===== config.mk =====
export PLATFORM = sky130hd
export DESIGN_NAME = ide_data_fifo
export DESIGN_NICKNAME = d
export VERILOG_FILES = /design/src/rtl/ide_pkg.sv /design/src/rtl/ide_dpram.sv /design/src/rtl/ide_data_fifo.sv
export SDC_FILE = /design/constraint.sdc
export NUM_CORES = 2
export LEC_CHECK = 0
export BUFFER_PORTS_ARGS = -buffer_cell sky130_fd_sc_hd__buf_2
export CORE_ASPECT_RATIO = 2
export CORE_UTILIZATION = 37
export CTS_CLUSTER_SIZE = 28
export DETAILED_ROUTE_END_ITERATION = 10
export PLACE_DENSITY = 0.55
export SLEW_MARGIN = 20
export SYNTH_ARGS = -nofsm -noshare
export SYNTH_HDL_FRONTEND = slang
export SYNTH_SLANG_ARGS = --single-unit

===== constraint.sdc =====
create_clock -name clk -period 5.98 [get_ports clk]
set_clock_uncertainty 0.05 [all_clocks]
set_input_delay 0 -clock clk [delete_from_list [all_inputs] [get_ports clk]]
set_output_delay 0 -clock clk [all_outputs]
set_load 0.05 [all_outputs]

===== src/rtl/ide_pkg.sv =====
// Shared IDE data-path constants: word size and sector depth.
// Latency: n/a (constants only).
// Backpressure: n/a.
package ide_pkg;

    // One ATA data-register word is two bytes.
    localparam int IDE_WORD_BYTES       = 2;
    // One 512-byte sector holds 256 such words.
    localparam int IDE_SECTOR_WORDS     = 256;
    localparam int IDE_SECTOR_ADDR_BITS = $clog2(IDE_SECTOR_WORDS);

endpackage


===== src/rtl/ide_dpram.sv =====
// Simple dual-port RAM: one write port, one registered read port, no reset.
// Latency: read data appears the cycle after re_i, and holds until the next re_i.
// Backpressure: none; the owner guards against reading and writing the same word.
//
// Ports: clk_i clock; we_i/waddr_i/wdata_i write port;
//        re_i/raddr_i read request; rdata_o registered read word.
module ide_dpram #(
    parameter int ADDR_BITS = 8,
    parameter int W         = 16
) (
    input  logic                 clk_i,
    input  logic                 we_i,
    input  logic [ADDR_BITS-1:0] waddr_i,
    input  logic [W-1:0]         wdata_i,
    input  logic                 re_i,
    input  logic [ADDR_BITS-1:0] raddr_i,
    output logic [W-1:0]         rdata_o
);

    logic [W-1:0] mem_q [2**ADDR_BITS];
    logic [W-1:0] rdata_q;

    // No reset on the array or the read register, so the tools can map
    // both into a block RAM with its output register.
    always_ff @(posedge clk_i) begin
        if (we_i) begin
            mem_q[waddr_i] <= wdata_i;
        end
    end

    always_ff @(posedge clk_i) begin
        if (re_i) begin
            rdata_q <= mem_q[raddr_i];
        end
    end

    assign rdata_o = rdata_q;

endmodule


===== src/rtl/ide_data_fifo.sv =====
// IDE sector data FIFO: synchronous FIFO with level, status and sticky error flags.
// Latency: popped word on rd_data with rd_valid one cycle after an accepted rd_en.
// Backpressure: push dropped when full (sets overflow), pop ignored when empty (sets underflow).
//
// Ports: clk clock; rst synchronous active-high reset; flush synchronous empty;
//        wr_en/wr_data push; rd_en pop; rd_data/rd_valid registered pop result;
//        level word count; empty/full/almost_full status; overflow/underflow sticky errors.
// Optional: define IDE_DATA_FIFO_SWAP_EN to add input swap, which byte-reverses
//        the word popped in the same cycle.
module ide_data_fifo
    import ide_pkg::*;
#(
    parameter int ADDR_BITS  = IDE_SECTOR_ADDR_BITS,
    parameter int DATA_BYTES = IDE_WORD_BYTES,
    parameter int AF_LEVEL   = (2**ADDR_BITS) - 16
) (
    input  logic                    clk,
    input  logic                    rst,
    input  logic                    flush,
    input  logic                    wr_en,
    input  logic [8*DATA_BYTES-1:0] wr_data,
    input  logic                    rd_en,
`ifdef IDE_DATA_FIFO_SWAP_EN
    input  logic                    swap,
`endif
    output logic [8*DATA_BYTES-1:0] rd_data,
    output logic                    rd_valid,
    output logic [ADDR_BITS:0]      level,
    output logic                    empty,
    output logic                    full,
    output logic                    almost_full,
    output logic                    overflow,
    output logic                    underflow
);

    localparam int                 W        = 8 * DATA_BYTES;
    localparam int                 PW       = ADDR_BITS + 1;
    localparam logic [ADDR_BITS:0] AF_THR   = PW'(AF_LEVEL);
    localparam logic [ADDR_BITS:0] MSB_ONLY = {1'b1, {ADDR_BITS{1'b0}}};

    logic [ADDR_BITS:0] wr_ptr_q, wr_ptr_d;
    logic [ADDR_BITS:0] rd_ptr_q, rd_ptr_d;
    logic [ADDR_BITS:0] level_q, level_d;
    logic               empty_q, empty_d;
    logic               full_q, full_d;
    logic               af_q, af_d;
    logic               ovf_q, ovf_d;
    logic               unf_q, unf_d;
    logic               rd_valid_q;
    // Set by the first pop after reset; until then rd_data reads as zero,
    // because the RAM read register itself cannot be reset.
    logic               has_data_q, has_data_d;
    logic               push_ok, pop_ok;
    logic [W-1:0]       ram_rdata;
    logic [W-1:0]       rd_word;

    always_comb begin
        push_ok  = wr_en & ~full_q  & ~flush;
        pop_ok   = rd_en & ~empty_q & ~flush;

        wr_ptr_d = flush ? '0 : wr_ptr_q + PW'(push_ok);
        rd_ptr_d = flush ? '0 : rd_ptr_q + PW'(pop_ok);

        // Flags come from the next-state pointers so they change in the
        // same cycle as the pointers they describe.
        level_d  = wr_ptr_d - rd_ptr_d;
        empty_d  = (wr_ptr_d == rd_ptr_d);
        full_d   = ((wr_ptr_d ^ rd_ptr_d) == MSB_ONLY);
        af_d     = (level_d >= AF_THR);

        // Errors look at the current flags only, so an accepted pop does not
        // excuse a push into a full FIFO (and vice versa for underflow).
        ovf_d      = flush ? 1'b0 : (ovf_q | (wr_en & full_q));
        unf_d      = flush ? 1'b0 : (unf_q | (rd_en & empty_q));
        has_data_d = has_data_q | pop_ok;
    end

    always_ff @(posedge clk) begin
        if (rst) begin
            wr_ptr_q   <= '0;
            rd_ptr_q   <= '0;
            level_q    <= '0;
            empty_q    <= 1'b1;
            full_q     <= 1'b0;
            af_q       <= 1'b0;
            ovf_q      <= 1'b0;
            unf_q      <= 1'b0;
            rd_valid_q <= 1'b0;
            has_data_q <= 1'b0;
        end else begin
            wr_ptr_q   <= wr_ptr_d;
            rd_ptr_q   <= rd_ptr_d;
            level_q    <= level_d;
            empty_q    <= empty_d;
            full_q     <= full_d;
            af_q       <= af_d;
            ovf_q      <= ovf_d;
            unf_q      <= unf_d;
            rd_valid_q <= pop_ok;
            has_data_q <= has_data_d;
        end
    end

    // A pop only happens when not empty, so the read address never equals
    // an address being written in the same cycle.
    ide_dpram #(
        .ADDR_BITS (ADDR_BITS),
        .W         (W)
    ) u_ram (
        .clk_i   (clk),
        .we_i    (push_ok),
        .waddr_i (wr_ptr_q[ADDR_BITS-1:0]),
        .wdata_i (wr_data),
        .re_i    (pop_ok),
        .raddr_i (rd_ptr_q[ADDR_BITS-1:0]),
        .rdata_o (ram_rdata)
    );

`ifdef IDE_DATA_FIFO_SWAP_EN
    // swap is captured alongside the pop it belongs to and held with the word.
    logic swap_q;

    always_ff @(posedge clk) begin
        if (rst) begin
            swap_q <= 1'b0;
        end else if (pop_ok) begin
            swap_q <= swap;
        end
    end

    always_comb begin
        rd_word = ram_rdata;
        if (swap_q) begin
            for (int i = 0; i < DATA_BYTES; i++) begin
                rd_word[8*i +: 8] = ram_rdata[8*(DATA_BYTES-1-i) +: 8];
            end
        end
    end
`else
    assign rd_word = ram_rdata;
`endif

    assign rd_data     = has_data_q ? rd_word : '0;
    assign rd_valid    = rd_valid_q;
    assign level       = level_q;
    assign empty       = empty_q;
    assign full        = full_q;
    assign almost_full = af_q;
    assign overflow    = ovf_q;
    assign underflow   = unf_q;

endmodule


==> run summary <==
Filler instances: 37,300
Vias in the first global route: 84,200
Worst path cell trace: buf_4, mux4_2, mux4_2, a22oi_1, nand2_1, nor4_1, o41ai_1
Ratio of cells with drive above 1 in the final layout: 0.260
Clk_lat worst skew: 980 ps
Max cap viols: 0
Area Overhead vs Synth: 13.8%
CTS resizes: 0
Syn Nets: 7,614
Root Driver: clkbuf_16
Slowest CP cell: dfxtp_4
Setup WS post-layout: 669 ps
Top_reg_cell synth: edfxtp_1
Slew margin rel.: 0.126
Metal2 WL: 276,000 microns
Synth async-reset ratio: 0
# setup viols final: 0
#FFs+latches synth: 4,146
Final hold vios: 0
Clk slew on worst S/H paths: 70 ps
Final ANT Viol Nets: 0
Routed Wire Length: 532,000 microns
Sw Share: 0.205
Crit share post-route: 0.888
DRT Pass-1 Iters: 5
Largest net degree at the start of global routing: 174
Internal Power: 44.3 mW
Count leader, synth: edfxtp_1
Seq pwr share: 0.572
Final net count: 8,132
Synthesized cell area: 160,000 sq um
Yosys top cell by area: edfxtp_1
Top cells by area, synth: edfxtp_1, mux4_2, mux2i_1, nor2_1, a22oi_1
Type of origin of the critical path: flip-flop
Sequential fraction of the synthesis area: 0.775
DRT met1 WL: 172,000 microns
Req. time, crit path: 6620 ps
Global-route wire length before repair: 718,000 microns
Most numerous cell on the critical path: mux4_2
Critical path capture point type: flip-flop
Final Max Tran Viols: 0
Comb pwr share: 0.015
TNS Setup: 0 ps
Initial DRC Count: 9,076
CP max FO: 41
Pwr dens: 306 nW/um^2
Unrepaired setup endpoints after global routing: false
Clock Path Buffers: 4
CP arrival: 5950 ps
EDFF count, synth: 4,112
Worst-case vdd ir drop: 0.209 mV
Worst-Margin Slew: 1310 ps
DRC: 0
FP Rows: 341
Synth unique cells: 67
Core Region: 431,000 sq um
Top cells by count, synth: edfxtp_1, mux4_2, mux2i_1
TritonCTS Sinks: 4,146
Total GRT Usage: 0.241
Top cell type's share of synthesized area: 0.771
Via Count: 82,400
Total CTS buffers: 357
Hold Crit Class: input pin to flip-flop
CTS tree: done
Uppermost layer routed: met5
H-tree levels: 5
Post-Place Worst Slack: 864 ps
Leakage: 54.2 nW
I/O pins: 52
Clock Power Share: 0.413
Post-cts hold buffer count: 29
Post-DP HPWL: 344,000 microns
Slowest Stage Delay on Critical Path: 1020 ps
Critical path class: flip-flop to flip-flop
Die height: 932 microns
Net Sw Power: 11.5 mW
Final GP Congestion: 0.929
Die width: 467 microns
Vias/cell: 5.85
Post-Syn Instances: 7,580
Mapped Avg Cell Area: 21.1 sq um
DR WL/cell: 37.8 microns
Initial antenna violation count: 36
IO buf count: 51
Post-CTS Setup Bufs: 0
Routed met3 length: 31,300 microns
Final min period: 5310 ps
Synth Warn #: 0
Initial Util: 0.372
Outcome: finished clean
Fmax: 0.188 GHz
Total gr overflow: 0
Die area: 436,000 sq um
critical path: cells and delay by family, from the launching register on:
kind                   cells  cell delay, ps
AND/OR/NAND/NOR            2            1140
multiplexers               2             890
buffers and inverters      1             700
flip-flops                 1            1020
AO/OA/AOI/OAI              2            1120
placed cells by master, fill, tap and decap left out, types with 24 or more instances in the layout:
master,n
a211oi_1,32
a21oi_1,148
a221oi_1,81
a22oi_1,113
and2_1,26
buf_12,52
buf_2,35
buf_4,482
bufinv_16,24
clkbuf_1,50
clkbuf_16,364
clkinv_1,87
clkinv_2,83
dfxtp_1,26
diode_2,46
dlygate4sd3_1,29
edfxtp_1,4112
mux2i_1,498
mux4_2,827
nand2_1,122
nand3_1,51
nor2_1,224
nor2_2,133
nor3_1,38
o21ai_0,80
o221ai_1,93
o22ai_1,96
power groups by stage:
| stage | Sequential, mW | Combinational [mW] | Clock (mW) |
|---|---|---|---|
| after CTS | 31.9 | 0.844 | 23.3 |
| after detailed placement | 32.6 | 0.827 | 0 |
| after global placement | 32.6 | 0.790 | 0 |
| after global routing | 31.9 | 0.872 | 24.2 |
| final | 31.9 | 0.833 | 23.0 |
| after floorplan | 32.6 | 0.149 | 0 |
cell families (layout without fill, tap and decap cells):
kind of cell / after synthesis / count (layout) / share of synthesized area
simple gates: 761 / 761 / 0.0211
compound gates: 824 / 824 / 0.0363
buf+inv: 470 / 1277 / 0.0162
flops: 4146 / 4146 / 0.775
other cells: 0 / 46 / 0
xor+xnor: 19 / 19 / 0.00104
fa+ha+maj: 13 / 13 / 0.00106
mux: 1347 / 1347 / 0.149
path summary, 6_finish.rpt:
path                            cells past startpoint   startpoint                   end  slack (ps)
worst max-delay path                                7  rd_ptr_q[1]     u_ram.rdata_o[10]         670
worst max register to register                      7  rd_ptr_q[1]     u_ram.rdata_o[10]         670
worst min-delay path                                2  wr_data[15]  u_ram.mem_q[227][15]          20
worst min register to register                      2  wr_ptr_q[8]           wr_ptr_q[8]         500
cell type report:
type                            count  area, sq um  area share
Antenna cell                       46          115    0.000631
Clock buffer                      416         9320      0.0511
Clock inverter                    232         1870      0.0102
Inverter                           11         53.8    0.000295
Multi-Input combinational cell   2964        34200       0.188
Sequential cell                  4146       124000       0.681
Tap cell                         5659         7080      0.0388
Timing Repair Buffer              618         5430      0.0298
flip-flops by register name, indices dropped and copies added, names as in the netlist:
signal and count:
has_data_q 1, underflow 1, almost_full 1, u_ram.mem_q 4096, u_ram.rdata_o 16, empty 1
overflow 1, rd_valid 1, full 1, wr_ptr_q 9, rd_ptr_q 9, level 9
routing by layer:
metal  track usage  vias up
met3        0.0318     1126
met4         0.202       10
li1              -    32800
met1         0.255    44600
met5             0        -
met2         0.424     3880
through the flow:
| step | std cells | power [mW] | hold WS, ps | instance area, sq um | util |
|---|---|---|---|---|---|
| finish | 14100 | 55.8 | 22.2 | 182000 | 0.423 |
| CTS | 14000 | 56.1 | 3.66 | 182000 | 0.423 |
| detailed placement | 13400 | 33.4 | 292 | 171000 | 0.396 |
| global route | 14100 | 57.0 | 44.4 | 182000 | 0.423 |
| global placement | 13400 | 33.4 | 277 | 170000 | 0.396 |
| floorplan | 7580 | 32.7 | 48.9 | 160000 | - |
Power figures use the tool's default switching activity.
